### src/rtl/btn_pkg.sv
// Shared definitions for the button conditioning path: channel FSM encoding
// and the bit position of each board button in the N_BTN-wide vectors.
package btn_pkg;

    typedef enum logic [2:0] {
        ST_IDLE     = 3'd0,
        ST_DB_PRESS = 3'd1,
        ST_HELD_DLY = 3'd2,
        ST_HELD_RPT = 3'd3,
        ST_DB_REL   = 3'd4
    } btn_state_e;

    localparam int BTN_U = 0;
    localparam int BTN_D = 1;
    localparam int BTN_L = 2;
    localparam int BTN_R = 3;
    localparam int BTN_C = 4;

endpackage

### src/rtl/btn_channel.sv
// One button: two-flop synchroniser, debounce FSM with tick-enabled counter,
// and registered level / press / release / move outputs.
module btn_channel
    import btn_pkg::*;
#(
    parameter int DB_TICKS   = 16,
    parameter int RPT_DELAY  = 24,
    parameter int RPT_PERIOD = 8,
    parameter int CNT_W      = 8
) (
    input  logic clk,
    input  logic reset_n,
    input  logic tick,
    input  logic btn_raw,
    output logic btn_level,
    output logic btn_press,
    output logic btn_release,
    output logic btn_move
);

    logic [1:0]       sync_q;
    logic             btn_sync;
    btn_state_e       state;
    logic [CNT_W-1:0] cnt;
    logic [CNT_W-1:0] cnt_inc;
    logic             from_rpt;

    // NOTE: sequential state uses non-blocking assignments only, so every
    // flop samples pre-edge values regardless of statement order.
    always_ff @(posedge clk or negedge reset_n) begin
        if (!reset_n) begin
            sync_q <= '0;
        end else begin
            sync_q <= {sync_q[0], btn_raw};
        end
    end

    assign btn_sync = sync_q[1];
    assign cnt_inc  = cnt + 1'b1;

    // Debounce compares the incremented value so acceptance lands on the
    // DB_TICKS-th tick; repeat timers compare the stored count instead.
    always_ff @(posedge clk or negedge reset_n) begin
        if (!reset_n) begin
            state       <= ST_IDLE;
            cnt         <= '0;
            from_rpt    <= 1'b0;
            btn_level   <= 1'b0;
            btn_press   <= 1'b0;
            btn_release <= 1'b0;
            btn_move    <= 1'b0;
        end else begin
            btn_press   <= 1'b0;
            btn_release <= 1'b0;
            btn_move    <= 1'b0;
            case (state)
                ST_IDLE: begin
                    if (btn_sync) begin
                        state <= ST_DB_PRESS;
                        cnt   <= '0;
                    end
                end
                ST_DB_PRESS: begin
                    if (!btn_sync) begin
                        state <= ST_IDLE;
                        cnt   <= '0;
                    end else if (tick) begin
                        if (cnt_inc == CNT_W'(DB_TICKS)) begin
                            state     <= ST_HELD_DLY;
                            cnt       <= '0;
                            btn_level <= 1'b1;
                            btn_press <= 1'b1;
                            btn_move  <= 1'b1;
                        end else begin
                            cnt <= cnt_inc;
                        end
                    end
                end
                ST_HELD_DLY: begin
                    if (!btn_sync) begin
                        state    <= ST_DB_REL;
                        cnt      <= '0;
                        from_rpt <= 1'b0;
                    end else if (cnt == CNT_W'(RPT_DELAY)) begin
                        state    <= ST_HELD_RPT;
                        cnt      <= '0;
                        btn_move <= 1'b1;
                    end else if (tick) begin
                        cnt <= cnt_inc;
                    end
                end
                ST_HELD_RPT: begin
                    if (!btn_sync) begin
                        state    <= ST_DB_REL;
                        cnt      <= '0;
                        from_rpt <= 1'b1;
                    end else if (cnt == CNT_W'(RPT_PERIOD)) begin
                        cnt      <= '0;
                        btn_move <= 1'b1;
                    end else if (tick) begin
                        cnt <= cnt_inc;
                    end
                end
                ST_DB_REL: begin
                    if (btn_sync) begin
                        state <= from_rpt ? ST_HELD_RPT : ST_HELD_DLY;
                        cnt   <= '0;
                    end else if (tick) begin
                        if (cnt_inc == CNT_W'(DB_TICKS)) begin
                            state       <= ST_IDLE;
                            cnt         <= '0;
                            btn_level   <= 1'b0;
                            btn_release <= 1'b1;
                        end else begin
                            cnt <= cnt_inc;
                        end
                    end
                end
                default: begin
                    state <= ST_IDLE;
                    cnt   <= '0;
                end
            endcase
        end
    end

endmodule

### src/rtl/button_conditioner.sv
// Conditions the raw board buttons into clean levels and single-cycle
// press / release / move strobes, one independent channel per button.
module button_conditioner
    import btn_pkg::*;
#(
    parameter int N_BTN      = 5,
    parameter int DB_TICKS   = 16,
    parameter int RPT_DELAY  = 24,
    parameter int RPT_PERIOD = 8,
    parameter int CNT_W      = 8
) (
    input  logic             clk,
    input  logic             reset_n,
    input  logic             tick,
    input  logic [N_BTN-1:0] btn_raw,
    output logic [N_BTN-1:0] btn_level,
    output logic [N_BTN-1:0] btn_press,
    output logic [N_BTN-1:0] btn_release,
    output logic [N_BTN-1:0] btn_move
);

    for (genvar i = 0; i < N_BTN; i++) begin : g_chan
        btn_channel #(
            .DB_TICKS  (DB_TICKS),
            .RPT_DELAY (RPT_DELAY),
            .RPT_PERIOD(RPT_PERIOD),
            .CNT_W     (CNT_W)
        ) u_chan (
            .clk        (clk),
            .reset_n    (reset_n),
            .tick       (tick),
            .btn_raw    (btn_raw[i]),
            .btn_level  (btn_level[i]),
            .btn_press  (btn_press[i]),
            .btn_release(btn_release[i]),
            .btn_move   (btn_move[i])
        );
    end

endmodule
### config.mk
export PLATFORM = sky130hd
export DESIGN_NAME = button_conditioner
export DESIGN_NICKNAME = d
export VERILOG_FILES = /design/src/rtl/btn_pkg.sv /design/src/rtl/btn_channel.sv /design/src/rtl/button_conditioner.sv
export SDC_FILE = /design/constraint.sdc
export NUM_CORES = 1
export LEC_CHECK = 0
export CORE_MARGIN = 4
export CORE_UTILIZATION = 45
export CTS_BUF_LIST = sky130_fd_sc_hd__clkbuf_4 sky130_fd_sc_hd__clkbuf_8
export DETAILED_ROUTE_END_ITERATION = 6
export PLACE_DENSITY_LB_ADDON = 0.1
export SLEW_MARGIN = 20
export SYNTH_ARGS = -nofsm -noshare
export SYNTH_HDL_FRONTEND = slang
export SYNTH_HIERARCHICAL = 1
export SYNTH_SLANG_ARGS = --single-unit
export TNS_END_PERCENT = 30
### constraint.sdc
create_clock -name clk -period 2.15 [get_ports clk]
set_input_delay 0.3225 -clock clk [delete_from_list [all_inputs] [get_ports clk]]
set_output_delay 0.3225 -clock clk [all_outputs]
set_load 0.01 [all_outputs]
# == After elaboration in Yosys (flattened, before gate mapping) ==
# Index checks and enable logic that the tools add are counted.
# word_totals
ff_bits,90
inputBits,8
output_inout_bits,20
wordCells,400
# classes
addsub,5
n_eq_ne,105
mux,220
n_reduce_logical,30
# ops
op,n
$mux 8,50
$pmux 8 s5,5
$mux 3,50
$mux 1,95
$eq 8x5->1 const B,10
$pmux 3 s5,5
$reduce_and 7->1,10
$ne 2x2->1 const B,25
$ne 3x3->1 const B,15
$add 8x1->8 const B,5
$eq 8x4->1 const B,5
$ne 2x1->1 const B,20
$eq 3x2->1 const B,10
$pmux 1 s2,10
$reduce_bool 2->1,10
$eq 3x1->1 const B,5
$eq 3x3->1 const B,5
$logic_not 3->1,5
$ne 3x1->1 const B,5
$ne 3x2->1 const B,5
$pmux 1 s3,5
$reduce_and 3->1,5

# == Logic depth before layout (Yosys ltp) ==
# Gate-level depths: netlist of the first run.
# depth
ltp_word,6
mapped_depth,7
depth_no_buf,7

# == Modules after synthesis ==
# Netlist of the first run, hierarchy kept.
# modules_own_cells
module,instances,cells_each,area_each_um2,seq_area_each_um2
btn_channel (g_chan[1].u_chan ...),4,116,1047.3,450.4
btn_channel (g_chan[0].u_chan),1,120,1073.5,450.4

# == Worst setup path before layout of the first run ==
# No wires, ideal clock.
# synth_timing
kind,register to register
startpoint,reg g_chan[1].u_chan.cnt[7]
endpoint,reg g_chan[1].u_chan.state[0]
setup_time_ps,125
arrival_time_ps,1684
t_required_ps,2025
setup_slack_ps,342
stages_incl_launch_ff,6
n_path_buf,0
period_less_slack_ps,1808
cell_sequence,dfrtp_1 or3_2 nor2_1 nand2_1 a31oi_1 mux2_2
# synth_via
elab_chain_len,4
word_cells_on_any_way,7
cone_classes,add/sub: 1; eq/ne: 5; reduce/logical: 1
# synth_rtl
item,line,rtl
"start, declared",btn_channel.sv:24,logic [CNT_W-1:0] cnt;
"start signal, assigned",btn_channel.sv:75,cnt <= cnt_inc;
"start signal, assigned",btn_channel.sv:89,cnt <= cnt_inc;
"start signal, assigned",btn_channel.sv:101,cnt <= cnt_inc;
$add 8x1->8,btn_channel.sv:39,assign cnt_inc = cnt + 1'b1;
$eq 8x5->1,"btn_channel.sv:68, btn_channel.sv:109",
$ne 3x1->1 (no line) or $ne 3x3->1 (tied branches),--,
$reduce_and 7->1 (no line) *,--,
"end signal, assigned",btn_channel.sv:106,state <= from_rpt ? ST_HELD_RPT : ST_HELD_DLY;
"end, declared",btn_channel.sv:23,btn_state_e state;
# Mark *: on every way between the ends. The rest lies on a longest branch, timed or not.
# A chain may end at the register's enable or synchronous reset.

# == Final worst setup path of the first run ==
# Ends and elaborated chain as after synthesis.

==> flow_metrics.py, run 1 <==
metrics = {
    "timing": {
        "clock_skew_ns": 0.0101,
        "hold_slack_ns": 0.358,
        "setup_violations": 0,
        "tightestPinTransition_ns": 0.799,
        "finalCritPeriodShare_pct": 93.8,
        "fmax_ghz": 0.496,
        "timing_hold_violations_final": 0,
        "slew_viol_final": 0,
        "relSlewSlack_pct": 46.2,
        "rsz0062_at_grt": "false",
        "min_period_ns": 2.02,
    },
    "grt": {
        "grt_pass1_wl_um": 19400,
        "grt_start_max_net_pins": 46,
        "grt_pass1_vias": 4146,
        "grt.total_usage_pct": 17.7,
        "antenna_found_initial": 0,
        "overflow": 0,
    },
    "yosys": {
        "netlist_area_um2": 5260,
        "postSynthAreaPerCell_um2": 9.01,
        "async_flop_share_pct": 100,
        "synth_edf_count": 0,
        "ys.flop_type": "dfrtp_1",
        "syn_inst": 584,
        "yosysSeqAreaShare_pct": 42.8,
        "synth-seq-cells": 90,
        "synth.yosys.warnings": 6,
        "synth_cell_type_count": 51,
        "synth_nets": 602,
    },
    "floorplan": {
        "start_util_pct": 46.1,
        "io_pins": 28,
        "rows": 39,
        "dieArea_um2": 13500,
        "coreArea_um2": 11400,
        "die_h_um": 116,
        "fp.dieW_um": 116,
    },
    "critical_path": {
        "path_cells": "or3_2, nor4_1, o31ai_1, a31oi_1, mux2_2",
        "cp_data_required_time_ns": 2.41,
        "crit_family": "simple AND/OR/NAND/NOR gates",
        "critPathKind": "flip-flop to flip-flop",
        "start_kind": "flip-flop",
        "r2r_cells": 5,
        "cp_data_arrival_time_ns": 2.28,
        "critical_path.max_stage_delay_ns": 0.50,
        "cp_num_buf_inv": 0,
        "endpoint_kind": "flip-flop",
        "path_depth": 5,
        "path_max_fanout": 5,
        "crit_slowest_cell": "or3_2",
    },
    "min_path": {
        "worstHoldPathType": "flip-flop to flip-flop",
        "whs_path_depth": 0,
    },
    "power_and_ir_drop": {
        "switching_power_mw": 1.49,
        "p_leak_nw": 2.60,
        "clkPwrFrac_pct": 29.4,
        "pwr-share-seq_pct": 44.7,
        "vdd_drop_max_v": 0.000464,
        "netSwitchingFraction_pct": 33.2,
        "p_int_mw": 2.99,
        "pwr-share-comb_pct": 26.0,
        "power_density_nw_per_um2": 728,
    },
    "clock_network": {
        "numCtsBuffers": 9,
        "clock-sinks": 90,
        "cts_htree_levels": 3,
        "postCtsSetupBuffers": 0,
        "clk_pin_slew_ns": 0.09,
        "clockBufferDepth": 2,
        "root_buffer": "clkbuf_8",
        "clk_latency_ns": 0.37,
        "cts_tree": "yes",
    },
    "route": {
        "dr.pass1.iters": 4,
        "routedWlPerCell_um": 14.3,
        "remaining_drc_errors": 0,
        "ant_nets": 0,
        "wirelength_um": 11200,
        "avgViaCountPerCell": 5.65,
        "highest_layer": "met4",
        "vias": 4442,
        "detailroute.wirelength.met2_um": 5170,
        "drtIter0Drc": 259,
        "wl_met3_um": 336,
        "drt-met1-wl_um": 5550,
    },
    "cells_and_area": {
        "fillers": 1063,
        "drive_above_1_share_pct": 16.3,
        "diodes": 0,
        "final_common_cell": "dfrtp_1",
        "final_cell_mix": "dfrtp_1, nor2_1, a21oi_1",
        "final_nets": 656,
        "seq_area_um2": 2250,
        "final_core_util_pct": 53.8,
        "syn_to_final_growth_pct": 16.7,
        "multi_input_area_um2": 2740,
    },
    "run_status": {
        "status": "finished, final reports clean",
    },
    "place": {
        "dp_hpwl_um": 8070,
        "place_congestion": 0.845,
        "io_buffers": 27,
    },
    "run": {
        "cap_viol_max_count": 0,
    },
}
cell families after synthesis:
logic type,count (synthesis),share of synthesized area [%]
AOI/OAI and AO/OA,169,22.5
xor gates and xnor gates,5,0.832
adders and majority gates,10,2.38
buffers and inverters,62,5.09
DFF,90,42.8
muxes,8,1.71
and+or+nand+nor,240,24.7
final timing paths:
path	slack (ns)	start	to
min in group asynchronous	0.50	reset_n	g_chan[3].u_chan/btn_release
worst min register to register	0.36	g_chan[4].u_chan/sync_q[0]	g_chan[4].u_chan/sync_q[1]
max in group asynchronous	1.03	reset_n	g_chan[2].u_chan/cnt[5]
worst max-delay path	0.13	g_chan[1].u_chan/cnt[7]	g_chan[1].u_chan/state[0]
worst min-delay path	0.36	g_chan[4].u_chan/sync_q[0]	g_chan[4].u_chan/sync_q[1]
worst max register to register	0.13	g_chan[1].u_chan/cnt[7]	g_chan[1].u_chan/state[0]
stage by stage:
step	setup slack, ns	instances	setup TNS (ns)	total power [mW]	cell area, um^2
2_1_floorplan	0.342	584	0	2.82	5260
3_3_place_gp	-0.0762	769	-0.196	3.16	5910
3_5_place_dp	-0.0941	769	-0.442	3.19	5910
4_1_cts	0.143	786	0	4.53	6140
5_1_grt	0.0307	786	0	4.76	6140
6_report	0.134	786	0	4.47	6140
layout make-up:
cell class	count	area share, %
repair buffers	69	9.94
multi-input cells	432	44.7
flip-flops and latches	90	36.7
well taps	143	2.91
inverters	36	2.20
clock buffers	11	2.36
clock inverters	5	1.26
synth_stat cells, types with 9 or more instances:
library cell | instances | area share [%]
or3_2 | 9 | 1.3
inv_1 | 36 | 2.6
nor2_1 | 54 | 3.9
o21ai_0 | 27 | 2.6
o21a_1 | 9 | 1.3
nor4_1 | 17 | 2.0
o22ai_1 | 10 | 1.2
nor3_1 | 13 | 1.2
ha_1 | 10 | 2.4
nand2_1 | 47 | 3.4
buf_2 | 13 | 1.2
a21oi_1 | 48 | 4.6
a32o_1 | 9 | 1.7
a31oi_1 | 14 | 1.7
dfrtp_1 | 90 | 43
clkbuf_1 | 9 | 0.64
nor2b_1 | 16 | 1.9
nand3_1 | 21 | 2.0
nand2b_1 | 19 | 2.3
power by group through the flow:
stage	Combinational (mW)	Sequential [mW]	Clock, mW
finish	1.16	2.00	1.31
CTS	1.17	2.00	1.37
global route	1.30	2.03	1.43
detailed placement	1.16	2.03	0
global placement	1.14	2.02	0
floorplan	0.863	1.96	0
flip-flops by register name (all words and copies together) (netlist names):
name and cells:
g_chan.u_chan/btn_level 5, g_chan.u_chan/btn_move 5, g_chan.u_chan/btn_press 5, g_chan.u_chan/btn_release 5
g_chan.u_chan/cnt 40, g_chan.u_chan/from_rpt 5, g_chan.u_chan/state 15, g_chan.u_chan/sync_q 10
per-layer routing:
layer	track usage, %	vias up
met4	5.88	0
met2	27.4	56
met5	0	-
li1	-	2222
met3	4.25	13
met1	24.5	2151
what timing repair did:
item	in CTS	in global routing
hold buffers	1	0
endpoints found under the setup margin	0	0
endpoints found under the hold margin	42	0
gates resized for setup	0	0
Power figures use the tool's default switching activity.
==> run 2: changes to the inputs <==
--- a/config.mk
+++ b/config.mk
@@ -10,6 +10,7 @@
 export CTS_BUF_LIST = sky130_fd_sc_hd__clkbuf_4 sky130_fd_sc_hd__clkbuf_8
 export DETAILED_ROUTE_END_ITERATION = 6
 export PLACE_DENSITY_LB_ADDON = 0.1
+export RECOVER_POWER = 100
 export SLEW_MARGIN = 20
 export SYNTH_ARGS = -nofsm -noshare
 export SYNTH_HDL_FRONTEND = slang
==> constraint.sdc (replaced) <==
create_clock -name clk -period 2.45 [get_ports clk]
set_input_delay 0.3675 -clock clk [delete_from_list [all_inputs] [get_ports clk]]
set_output_delay 0.3675 -clock clk [all_outputs]
set_load 0.01 [all_outputs]
==> run 2 against run 1 <==
Net effect:
- setup slack gained 0.12 ns
- die area did not move
- global-route usage is 0.18 points lower
- register-to-register slack improved by 0.12 ns
- count of clock-buffer cells in the layout unchanged
==> flow_metrics.py, run 2 (synthesis gave the netlist of run 1 again) <==
metrics = {
    "power_and_ir_drop": {
        "p_total_mw": 3.69,
        "p_leak_nw": 2.41,
        "power_density_nw_per_um2": 642,
        "vdd_drop_max_v": 0.000493,
    },
    "critical_path": {
        "start_kind": "flip-flop",
        "r2r-end": "g_chan[4].u_chan/cnt[0]",
        "cp_data_required_time_ns": 2.72,
        "endpoint_kind": "flip-flop",
        "path_max_fanout": 5,
        "cp_data_arrival_time_ns": 2.47,
        "r2r-start": "g_chan[4].u_chan/cnt[6]",
        "regToRegSetupSlack_ns": 0.25,
        "r2r_cells": 5,
        "critPathKind": "flip-flop to flip-flop",
    },
    "floorplan": {
        "die_h_um": 116,
        "dieArea_um2": 13500,
        "rows": 39,
        "coreArea_um2": 11400,
        "fp.dieW_um": 116,
        "start_util_pct": 46.1,
        "io_pins": 28,
    },
    "clock_network": {
        "root_buffer": "clkbuf_8",
        "cts_tree": "yes",
        "ctsResizeCount": 0,
        "numCtsBuffers": 9,
        "clk_latency_ns": 0.37,
        "clock-sinks": 90,
        "clk_pin_slew_ns": 0.09,
        "cts_htree_levels": 3,
        "clockBufferDepth": 2,
    },
    "route": {
        "drtIter0Drc": 244,
        "wirelength_um": 11000,
        "avgViaCountPerCell": 5.80,
        "routedWlPerCell_um": 14.7,
        "vias": 4358,
        "ant_nets": 0,
        "remaining_drc_errors": 0,
        "dr.pass1.iters": 5,
    },
    "place": {
        "io_buffers": 27,
        "dp_hpwl_um": 7790,
        "place_congestion": 0.874,
        "postPlaceCellArea_um2": 5640,
        "place_inst": 735,
    },
    "timing": {
        "rsz0062_at_grt": "false",
        "fmax_ghz": 0.454,
        "finalCritPeriodShare_pct": 89.8,
        "min_period_ns": 2.20,
        "fin_tns_setup_ns": 0,
        "hold_slack_ns": 0.355,
        "tightestPinTransition_ns": 1.11,
        "setup_violations": 0,
        "clock_skew_ns": 0.0131,
        "relSlewSlack_pct": 26.1,
        "slew_viol_final": 0,
        "timing_hold_violations_final": 0,
    },
    "cells_and_area": {
        "fin_area_um2": 5740,
        "diodes": 0,
        "multi_input_area_um2": 2640,
        "final_cell_mix": "dfrtp_1, nor2_1, a21oi_1",
        "final_nets": 622,
        "largest_reg_flops": 40,
        "finalNonFillerCells": 752,
        "syn_to_final_growth_pct": 9.01,
        "drive_above_1_share_pct": 8.70,
        "fillers": 1114,
        "final_common_cell": "dfrtp_1",
        "regMostFlops": "g_chan.u_chan/cnt",
        "reg_top3": "g_chan.u_chan/cnt (40), g_chan.u_chan/state (15), g_chan.u_chan/sync_q (10)",
        "seq_area_um2": 2250,
    },
    "grt": {
        "antenna_found_initial": 0,
        "grt_start_max_net_pins": 43,
        "grt_pass1_wl_um": 19100,
        "grt.total_usage_pct": 17.5,
        "overflow": 0,
        "grt_pass1_vias": 4032,
    },
    "min_path": {
        "worstHoldPathType": "flip-flop to flip-flop",
        "hold_start": "g_chan[0].u_chan/sync_q[0]",
        "whs_path_depth": 0,
        "min_to": "g_chan[0].u_chan/sync_q[1]",
    },
    "run_status": {
        "status": "finished, final reports clean",
    },
    "run": {
        "cap_viol_max_count": 0,
    },
}
## run 2: layer usage
metal  share of wire [%]  track usage, %
met1                  50            25.2
met2                  46            26.4
met3                 3.0            3.63
met4                 1.3            6.03
met5                   0               0
## run 2: cell type report
type	instances	share of cell area, %
multi-input cells	432	46.1
well taps	143	3.12
flip-flops and latches	90	39.3
clock inverters	5	1.09
repair buffers	35	5.58
inverters	36	2.36
clock buffers	11	2.53
## run 2: worst max-delay path by stage
stage / start / endpoint / slack, ns / cells past startpoint
4_1_cts: g_chan[3].u_chan/cnt[0] / g_chan[3].u_chan/cnt[4] / 0.45 / 7
6_report: g_chan[4].u_chan/cnt[6] / g_chan[4].u_chan/cnt[0] / 0.25 / 5
5_1_grt: g_chan[4].u_chan/cnt[6] / g_chan[4].u_chan/cnt[0] / 0.12 / 5
3_3_place_gp: tick / g_chan[2].u_chan/cnt[7] / 0.12 / 7
2_1_floorplan: g_chan[1].u_chan/cnt[7] / g_chan[1].u_chan/state[0] / 0.64 / 5
3_5_place_dp: tick / g_chan[1].u_chan/cnt[7] / 0.07 / 7
## run 2: repair_timing
item,4_1_cts,5_1_grt
buffers inserted,0,0
hold buffers,1,0
hold endpoints to repair,32,0
endpoints found under the setup margin,0,0
## run 2: power breakdown
group | internal, mW | total [mW] | switching (mW)
Combinational | 0.327 | 0.807 | 0.480
Clock | 0.516 | 1.06 | 0.540
Sequential | 1.59 | 1.82 | 0.233
Total | 2.43 | 3.69 | 1.25
## run 2: stage by stage
step	util, %	setup slack (ns)
3_3_place_gp	49.4	0.120
4_1_cts	51.3	0.446
5_1_grt	50.2	0.123
3_5_place_dp	49.4	0.0745
6_report	50.2	0.249
2_1_floorplan	-	0.642
## run 2: worst max-delay path: stages (launching register included)
cell	delay [ns]
dfrtp_1	0.44
or4b_1	0.59
o31ai_1	0.37
and2_0	0.31
o21ai_0	0.15
a22o_1	0.25
